<file path="config.mk">
export PLATFORM = sky130hd
export DESIGN_NAME = pwm_dac
export DESIGN_NICKNAME = d
export VERILOG_FILES = /design/src/rtl/pwm_dac_pkg.sv /design/src/rtl/pwm_period_counter.sv /design/src/rtl/pwm_dac.sv
export SDC_FILE = /design/constraint.sdc
export NUM_CORES = 1
export LEC_CHECK = 0
export BUFFER_PORTS_ARGS = -buffer_cell sky130_fd_sc_hd__buf_2
export CAP_MARGIN = 15
export CORE_MARGIN = 4
export CORE_UTILIZATION = 55
export DETAILED_ROUTE_END_ITERATION = 10
export GPL_TIMING_DRIVEN = 0
export PLACE_DENSITY_LB_ADDON = 0.25
export SLEW_MARGIN = 20
export SYNTH_ARGS = -nofsm -noshare
export SYNTH_HDL_FRONTEND = slang
export SYNTH_HIERARCHICAL = 1
export SYNTH_SLANG_ARGS = --single-unit
</file>
<file path="constraint.sdc">
create_clock -name clk -period 3.3 [get_ports clk]
set_clock_uncertainty 0.05 [all_clocks]
set_input_delay 0.33 -clock clk [delete_from_list [all_inputs] [get_ports clk]]
set_output_delay 0.33 -clock clk [all_outputs]
set_load 0.05 [all_outputs]
</file>
<file path="src/rtl/pwm_dac_pkg.sv">
// rtl/pwm_dac_pkg.sv - shared FSM state type and default parameters for the PWM DAC
package pwm_dac_pkg;

  typedef enum logic {
    S_IDLE = 1'b0,
    S_RUN  = 1'b1
  } state_t;

  localparam int PWM_DAC_N_DEFAULT        = 12;
  localparam int PWM_DAC_PRESCALE_DEFAULT = 4;

endpackage

</file>
<file path="src/rtl/pwm_period_counter.sv">
// rtl/pwm_period_counter.sv - prescaler plus N-bit PWM period counter with boundary flag
module pwm_period_counter #(
  parameter int N        = 12,
  parameter int PRESCALE = 4
) (
  input  logic         clk,
  input  logic         rst,
  input  logic         run,
  output logic [N-1:0] cnt,
  output logic         boundary
);

  localparam int            PW       = (PRESCALE > 1) ? $clog2(PRESCALE) : 1;
  localparam logic [PW-1:0] PRE_LAST = PW'(PRESCALE - 1);

  logic [PW-1:0] pre;

  // Leaving run clears both counters so every restart begins on a boundary.
  always_ff @(posedge clk or negedge rst) begin
    if (!rst) begin
      pre <= '0;
      cnt <= '0;
    end else if (!run) begin
      pre <= '0;
      cnt <= '0;
    end else if (pre == PRE_LAST) begin
      pre <= '0;
      cnt <= cnt + 1'b1;
    end else begin
      pre <= pre + 1'b1;
    end
  end

  assign boundary = run && (cnt == '0) && (pre == '0);

endmodule

</file>
<file path="src/rtl/pwm_dac.sv">
// rtl/pwm_dac.sv - PWM DAC top: sample handshake, staging/duty registers and run FSM
// Optional PWM_DAC_ZERO_ON_UNDERRUN_EN: silence (duty 0) on underrun instead of holding.
module pwm_dac
  import pwm_dac_pkg::*;
#(
  parameter int N        = PWM_DAC_N_DEFAULT,
  parameter int PRESCALE = PWM_DAC_PRESCALE_DEFAULT
) (
  input  logic         clk,
  input  logic         rst,
  input  logic         ena,
  input  logic [N-1:0] sample_in,
  input  logic         sample_valid,
  output logic         sample_ready,
  output logic         pwm_out,
  output logic         period_start,
  output logic         underrun
);

  state_t       state, state_nxt;
  logic         run;
  logic         boundary;
  logic         xfer;
  logic         stage_full, stage_full_nxt;
  logic [N-1:0] cnt;
  logic [N-1:0] stage_q;
  logic [N-1:0] duty, duty_nxt;

  always_ff @(posedge clk or negedge rst) begin
    if (!rst) state <= S_IDLE;
    else      state <= state_nxt;
  end

  // run is gated by ena so the clk that leaves S_RUN already behaves as idle.
  always_comb begin
    state_nxt = state;
    run       = 1'b0;
    case (state)
      S_IDLE: if (ena) state_nxt = S_RUN;
      S_RUN: begin
        run = ena;
        if (!ena) state_nxt = S_IDLE;
      end
      default: state_nxt = S_IDLE;
    endcase
  end

  pwm_period_counter #(
    .N        (N),
    .PRESCALE (PRESCALE)
  ) u_counter (
    .clk      (clk),
    .rst      (rst),
    .run      (run),
    .cnt      (cnt),
    .boundary (boundary)
  );

  assign xfer = sample_valid && sample_ready;

  always_comb begin
    stage_full_nxt = stage_full;
    duty_nxt       = duty;
    if (boundary && stage_full) begin
      stage_full_nxt = 1'b0;
      duty_nxt       = stage_q;
    end else begin
      if (xfer) stage_full_nxt = 1'b1;
`ifdef PWM_DAC_ZERO_ON_UNDERRUN_EN
      if (boundary) duty_nxt = '0;
`endif
    end
  end

  // Compare against duty_nxt so count 0 of a new period already uses the new duty.
  always_ff @(posedge clk or negedge rst) begin
    if (!rst) begin
      stage_q      <= '0;
      stage_full   <= 1'b0;
      duty         <= '0;
      sample_ready <= 1'b0;
      pwm_out      <= 1'b0;
      period_start <= 1'b0;
      underrun     <= 1'b0;
    end else begin
      if (xfer) stage_q <= sample_in;
      stage_full   <= stage_full_nxt;
      duty         <= duty_nxt;
      sample_ready <= ~stage_full_nxt;
      pwm_out      <= run && (cnt < duty_nxt);
      period_start <= boundary;
      underrun     <= boundary && !stage_full;
    end
  end

endmodule

</file>
## Word level (Yosys, flattened, before mapping)

Cells that the tools add are included.

- Input port bits: 16
- Memory bits (read-only): 0
- RAM bits: 0
- Memories kept: 0
- Bits in registers: 44
- Output and inout port bits: 4
- Bits in latches: 0
- Word-level logic and storage cells: 34

- Order comparisons: 1
- Equal/unequal tests: 2
- Add/sub/neg operators: 2
- $mul: 0
- Shift-type cells: 0
- Multiplexer cells: 9
- Bitwise logic cells: 1
- Div/mod/pow operators: 0
- Reductions and logical operators: 9

Operators with widths:

| operator | number |
|---|---|
| $mux W12 | 3 |
| $add A12 B1 Y12 const B | 1 |
| $logic_not A12 Y1 | 1 |
| $lt A12 B12 Y1 | 1 |
| $logic_and A1 B1 Y1 | 6 |
| $mux W1 | 4 |
| $mux W2 | 2 |
| $add A2 B1 Y2 const B | 1 |
| $eq A2 B2 Y1 const B | 1 |
| $logic_not A2 Y1 | 1 |
| $ne A2 B1 Y1 const B | 1 |
| $logic_not A1 Y1 | 1 |
| $not A1 Y1 | 1 |

## Depth between registers and ports, before layout

Gate-level depths: netlist of the first run.

- Depth in word-level cells: 7
- Mapped depth: 13
- Mapped depth without buffers: 12

## By module

Netlist of the first run, hierarchy kept.

By module, submodules not included:

| module | cells each | seq. area each (um2) | area each (um2) | times used |
|---|---|---|---|---|
| pwm_dac | 103 | 750.7 | 1367.6 | 1 |
| pwm_period_counter | 75 | 350.3 | 747.0 | 1 |

## Worst setup path before layout of the first run

OpenSTA, ideal clock, no wires.

- Path type: reg-to-reg
- Start point: reg u_counter.cnt[9]
- End point: reg pwm_out
- Setup slack: 0.606 ns
- Arrival: 2.567 ns
- Stages on the path, launching flop included: 13
- Data required time: 3.173 ns
- Library setup time: 0.077 ns
- Path buffers: 1
- Clock period less this slack: 2.694 ns
- Cells stage by stage: dfrtp_1 nor4_1 nand3b_1 nor4_1 nand2_2 buf_6 mux2_4 inv_2 ha_1 a21o_1 a21oi_1 o221ai_1 a21oi_1

- Cells in the longest elaborated chain, start to end: 7

RTL lines:

| what | line | text |
|---|---|---|
| start, declared | pwm_period_counter.sv:9 | `output logic [N-1:0] cnt,` |
| start signal, assigned | pwm_period_counter.sv:28 | `cnt <= cnt + 1'b1;` |
| $logic_not A12 Y1 | pwm_period_counter.sv:34 | `assign boundary = run && (cnt == '0) && (pre == '0);` |
| $logic_and A1 B1 Y1 (2 in a row) | pwm_period_counter.sv:34 |  |
| named net boundary | pwm_dac.sv:22 | `logic boundary;` |
| $logic_and A1 B1 Y1 | pwm_dac.sv:64 | `if (boundary && stage_full) begin` |
| $mux W12 | pwm_dac.sv:64 |  |
| named net duty_nxt[9] | pwm_dac.sv:27 | `logic [N-1:0] duty, duty_nxt;` |
| $lt A12 B12 Y1 | pwm_dac.sv:90 | `pwm_out <= run && (cnt < duty_nxt);` |
| $logic_and A1 B1 Y1 | pwm_dac.sv:90 |  |
| end signal, assigned | pwm_dac.sv:90 |  |
| end, declared | pwm_dac.sv:15 | `output logic pwm_out,` |

The timed path passes the listed nets, and every way through them passes these cells.
A chain may end at the register's enable or synchronous reset.

## Worst setup path in the final report of the first run

Ends and elaborated chain as after synthesis.

==> results of run 1 <==
## area by class of cell
| class | count | share of cell area |
|---|---|---|
| timing repair buffer | 19 | 0.0397 |
| clock buffer | 6 | 0.0344 |
| clock inverter | 2 | 0.0162 |
| inverter | 21 | 0.0329 |
| buffer | 3 | 0.0110 |
| tap | 48 | 0.0251 |
| multi-input combinational | 110 | 0.382 |
| sequential | 44 | 0.459 |
## registers in the layout, indices dropped and copies added, names as in the netlist
register       cells
u_counter/pre      2
underrun           1
sample_ready       1
stage_q           12
stage_full         1
u_counter/cnt     12
pwm_out            1
period_start       1
state              1
duty              12
## synthesized netlist by cell type (2+ instances only)
library cell and count:
dfrtp_1 44, inv_1 20, ha_1 15, mux2_2 14, a21oi_1 9, mux2i_1 9
nor2_1 9, nand2_1 5, o21ai_0 5, xor2_1 5, nand3_1 4, and2_1 3
nand4_1 3, buf_6 2, mux2_4 2, nand2b_1 2, nor4_1 2, o31ai_1 2
or3_1 2
## per-layer routing
layer  share of wire  global-route usage  wire, um  vias up
li1                -                   -         -      665
met1            0.42               0.208      1540      692
met2            0.53               0.283      1930       31
met3           0.039              0.0446       143        6
met4           0.010              0.0383        38        0
met5               0                   0         0        -
## worst reg2reg max path, stage by stage (launching register included)
cell	delay, ps
dfrtp_1	450
nor4_1	300
nand3b_1	120
nor4_2	430
nand2_2	190
buf_6	210
mux2_4	320
inv_2	50
ha_1	230
a21o_1	170
a21oi_1	140
o221ai_1	130
a21oi_1	120
## metrics by stage
| step | hold slack [ps] | utilization | std cells |
|---|---|---|---|
| 5_1_grt | 93.3 | 0.650 | 253 |
| 4_1_cts | 95.4 | 0.648 | 253 |
| 6_report | 105 | 0.650 | 253 |
| 2_1_floorplan | -15.6 | - | 178 |
| 3_3_place_gp | 396 | 0.615 | 245 |
| 3_5_place_dp | 401 | 0.615 | 245 |
## report_power, final
group	leakage (uW)	internal [uW]	switching [uW]	total, uW
registers	0.000553	704	62.8	767
logic	0.000603	210	228	438
clock network	0.0000614	247	177	425
total	0.00122	1160	468	1630
## worst paths after layout
kind	depth (start not counted)	slack, ps	end
worst max-delay path	12	320	pwm_out
worst min-delay path	1	110	state
worst max register to register	12	320	pwm_out
worst min register to register	1	420	u_counter/pre[0]
max in group asynchronous	1	2500	state
min in group asynchronous	1	120	stage_q[5]
## logic make-up (layout without fill, tap and decap cells)
family / after synthesis / after routing
buf+inv: 24 / 51
fa+ha+maj: 15 / 15
flops: 44 / 44
simple gates: 41 / 41
compound gates: 23 / 23
mux: 25 / 25
xor+xnor: 6 / 6
==> impl_metrics.tcl, run 1 <==
set metrics [dict create \
    cap_viol_max_count 0 \
    antenna_found_initial 0 \
    clockRootBuffer "clkbuf_8" \
    synthAdderAreaFrac 0.0888 \
    clock_sinks 44 \
    drtIter0Drc 97 \
    synthDistinctLibCells 40 \
    avgSynthCellArea_um2 11.9 \
    multi_input_area_um2 915 \
    gp_congestion 0.873 \
    maxSlewHeadroom 0.383 \
    max_freq_ghz 0.335 \
    synth_top_flop_cell "dfrtp_1" \
    synth_mux_area_frac 0.131 \
    yosysWarnings 6 \
    required_ps 3470 \
    start_util 0.573 \
    hp-class "input port to flip-flop" \
    rows 22 \
    dr.pass1.iters 4 \
    numCtsBuffers 5 \
    post_cts_resized 0 \
    start_kind "flip-flop" \
    synth_top_family_by_area "multiplexers" \
    worst-path-max-fanout 10 \
    ys_ff_latch 44 \
    core_um2 3690 \
    die_y_um 70.0 \
    fin_area_um2 2400 \
    synth_compound_area_frac 0.0651 \
    holdCritStartpoint "ena" \
    cts-htree-levels 2 \
    synth-simple-area-share 0.120 \
    leakage_uw 0.00122 \
    grt_max_degree 45 \
    vias 1394 \
    netlist_instances 178 \
    ant_nets 0 \
    grt_remaining_overflow 0 \
    critPathSlowestCell "dfrtp_1" \
    ioPinCount 20 \
    finalCritPeriodShare 0.904 \
    diodes 0 \
    synth_largest_area_cell "dfrtp_1" \
    powerDensity_nw_per_um2 680 \
    hpwl_mm 2.76 \
    io_buffers 19 \
    max-vdd-ir-drop_mv 0.338 \
    cts.reportedPaths.clkPinSlew_ps 80 \
    layout_common_cells "44 x dfrtp_1, 20 x inv_1, 19 x buf_2" \
    ys_top_cells_by_area "dfrtp_1 52%, ha_1 8.9%, mux2_2 7.5%, mux2i_1 4.3%, inv_1 3.6%" \
    yosysTopAreaCellShare 0.521 \
    rsz0062_at_grt "no" \
    async_flop_share 1.00 \
    clockBufferDepth 2 \
    path_buf_inv 2 \
    status "completed" \
    cpPeakStageDelay_ps 450 \
    cts_tree "done" \
    worstPathCellList "nor4_1 -> nand3b_1 -> nor4_2 -> nand2_2 -> buf_6 -> mux2_4 -> inv_2 -> ha_1 -> a21o_1 -> a21oi_1 -> o221ai_1 -> a21oi_1" \
    synth_enable_flop_cells 0 \
    dp_slack_ps 116 \
    regToRegStartpoint "u_counter/cnt[9]" \
    critical_path.top_delay_family "simple AND/OR/NAND/NOR gates" \
    track_usage 0.165 \
    critPathLaunch "u_counter/cnt[9]" \
    synth_nets 209 \
    worst_pin_slew_ps 925 \
    syn_area_um2 2110 \
    die-area_um2 4900 \
    fillerInstances 309 \
    crit_top_cell "a21oi_1" \
    die_x_um 70.0 \
    area_growth_pct 13.4 \
    synth_xor_area_frac 0.0249 \
    grt_pass1_wl_mm 6.58 \
    routed_wl_mm 3.65 \
    dpl_cell_area_um2 2270 \
    path_class "flip-flop to flip-flop" \
    nNetsFinal 235 \
    synth_seq_area_share 0.521 \
    setup_viol 0 \
    total_power_uw 1630 \
    clk_latency_ps 290 \
    grt_pass1_vias 1450 \
    fin_crit_ps 2980 \
    post-cts-setup-buffer-count 0 \
    drive_gt1_frac 0.268 \
    drv_slew 0 \
    critPathCaptureType "flip-flop" \
    worst_slack_ps 317 \
    vias_per_cell 5.51 \
    hold_violations 0 \
    drc 0 \
    drt-wirelength-per-cell_um 14.4 \
    cts_hold_buffers 0 \
    crit_arrival_ps 3150 \
    layout_commonest_cell "dfrtp_1" \
    final.setup.tns_ps 0 \
    seq_area_um2 1100 \
]
Note: power is estimated with default switching activity, not from simulation.
==> run 2: changes to the inputs <==
Settings changed: ABC_AREA set to 1.
==> run 2 against run 1 <==
Critical path depth up 1. Combinational power up 6.4%. Setup slack better by 89 ps. Largest power group unchanged. Final cell count up 24%. Critical endpoint unchanged. Synthesized cell count up 34%. Utilization up 0.97 points. Clock power down 2%. Die area up 4.2%. Sequential power about the same. Design area up 3.8%. First-iteration DRC count up 1.0%.
==> impl_metrics.tcl, run 2 <==
set metrics [dict create \
    cts_tree "done" \
    vias 1613 \
    status "completed" \
    nNetsFinal 296 \
    intPower_uw 1130 \
    rows 22 \
    regToRegStartpoint "u_counter/cnt[0]" \
    cts.reportedPaths.clkPinSlew_ps 90 \
    grt_remaining_overflow 0 \
    clk_latency_ps 300 \
    numCtsBuffers 5 \
    synth_seq_area_share 0.497 \
    grt_pass1_wl_mm 6.84 \
    ys_ff_latch 44 \
    max_freq_ghz 0.346 \
    clock_sinks 44 \
    track_usage 0.172 \
    crit_arrival_ps 3040 \
    die-area_um2 5110 \
    cap_viol_max_count 0 \
    pwr-share-seq 0.465 \
    start_kind "flip-flop" \
    synthTopCellsByCount "44 x dfrtp_1, 39 x inv_1, 33 x nand2_1, 21 x nor2_1, 17 x a21oi_1" \
    syn_area_um2 2220 \
    setup_viol 0 \
    io_buffers 19 \
    hold_end "state" \
    drive_gt1_frac 0.244 \
    r2r_slack_ps 410 \
    ys_top_cells_by_area "dfrtp_1 50%, ha_1 8.5%, inv_1 6.6%, nand2_1 5.6%, mux2_2 4.1%" \
    synth_nets 270 \
    netlist_instances 239 \
    powerDensity_nw_per_um2 663 \
    post-cts-setup-buffer-count 0 \
    reg_top3 "duty: 12 flops, stage_q: 12 flops, u_counter/cnt: 12 flops" \
    fin_crit_ps 2890 \
    layout_common_cells "44 x dfrtp_1, 39 x inv_1, 33 x nand2_1" \
    p_comb_frac 0.282 \
    avgSynthCellArea_um2 9.27 \
    required_ps 3440 \
    pwr-share-clk 0.253 \
    drt-wirelength-per-cell_um 12.7 \
    ioPinCount 20 \
    holdCritStartpoint "ena" \
    start_util 0.588 \
    p_sw_frac 0.317 \
    diodes 0 \
    clockRootBuffer "clkbuf_8" \
    synth_enable_flop_cells 0 \
    worst_pin_slew_ps 939 \
    grt_max_degree 45 \
    cts-htree-levels 2 \
    async_flop_share 1.00 \
    path_class "flip-flop to flip-flop" \
    synthDistinctLibCells 28 \
    synth_top_flop_cell "dfrtp_1" \
    finalCritPeriodShare 0.877 \
    hp-class "input port to flip-flop" \
    leakage_uw 0.00125 \
    clockBufferDepth 2 \
    max-vdd-ir-drop_mv 0.354 \
    critPathLaunch "u_counter/cnt[0]" \
    die_x_um 71.5 \
    vias_per_cell 5.14 \
    dr.pass1.iters 5 \
    routed_wl_mm 3.98 \
    p_sw_uw 523 \
    rsz0062_at_grt "no" \
    drtIter0Drc 98 \
    cts_hold_buffers 0 \
    area_growth_pct 12.3 \
    drc 0 \
    drv_slew 0 \
    synth_most_common_cell "dfrtp_1" \
    synth_largest_area_cell "dfrtp_1" \
    final.setup.tns_ps 0 \
    antenna_found_initial 0 \
    r2r_cells 13 \
    gp_congestion 0.907 \
    whs_ps 97.7 \
    worst-path-max-fanout 10 \
    hold_violations 0 \
    maxSlewHeadroom 0.374 \
    core_um2 3770 \
    grt_pass1_vias 1535 \
    post_cts_resized 0 \
    ant_nets 0 \
    rr_endpoint "pwm_out" \
    layout_commonest_cell "dfrtp_1" \
    hold_path_depth 1 \
    yosysWarnings 6 \
    critPathCaptureType "flip-flop" \
    yosysTopAreaCellShare 0.497 \
    hpwl_mm 2.96 \
    die_y_um 71.5 \
]
-- run 2: how the worst max path moves through the flow --
stage	end	depth (start not counted)
after floorplan	pwm_out	13
after global placement	pwm_out	16
after detailed placement	pwm_out	16
after CTS	pwm_out	15
after global routing	pwm_out	15
final	pwm_out	13
-- run 2: kinds of logic (layout without fill, tap and decap cells) --
kind of cell / after synthesis / after routing / share of synthesized area
AOI/OAI and AO/OA: 36 / 36 / 0.0971
adders and majority gates: 15 / 15 / 0.0847
buffers and inverters: 44 / 71 / 0.0830
DFF: 44 / 44 / 0.497
muxes: 8 / 8 / 0.0407
and+or+nand+nor: 92 / 92 / 0.198
-- run 2: stage by stage --
step	setup slack (ps)	cell area, um^2	total power, uW	instances	utilization
after floorplan	877	2220	1130	239	-
after global placement	329	2370	1220	306	0.629
after detailed placement	334	2370	1250	306	0.629
after CTS	410	2490	1670	314	0.660
after global routing	108	2490	1780	314	0.660
final	406	2490	1650	314	0.660
-- run 2: power groups by stage --
stage	registers (uW)	clock network (uW)	logic, uW
finish	767	418	466
global route	786	455	537
CTS	769	432	473
detailed placement	780	0	470
global placement	774	0	449
floorplan	794	0	339
-- run 2: worst max-delay path, cell delays in order (launching register included) --
cell	delay (ps)
dfrtp_1	420
inv_1	100
ha_1	170
nand4_1	90
nor3_1	540
nand2_4	180
buf_6	210
o21ai_1	170
inv_1	80
ha_1	290
nand2_1	70
o21a_1	180
o21bai_1	200
a21oi_2	40
-- run 2: per-layer routing --
layer / GRT usage / up-vias / share of wire
li1: - / 817 / -
met1: 0.225 / 746 / 0.46
met2: 0.261 / 39 / 0.46
met3: 0.0491 / 11 / 0.054
met4: 0.0856 / 0 / 0.024
met5: 0 / - / 0
-- run 2: final cells by class --
cell class | count | area, um^2
tap | 48 | 60.1
sequential | 44 | 1100
clock inverter | 3 | 47.5
buffer | 3 | 30.0
multi-input combinational | 151 | 931
clock buffer | 5 | 68.8
timing repair buffer | 19 | 95.1
inverter | 41 | 154
fill | 304 | 1280
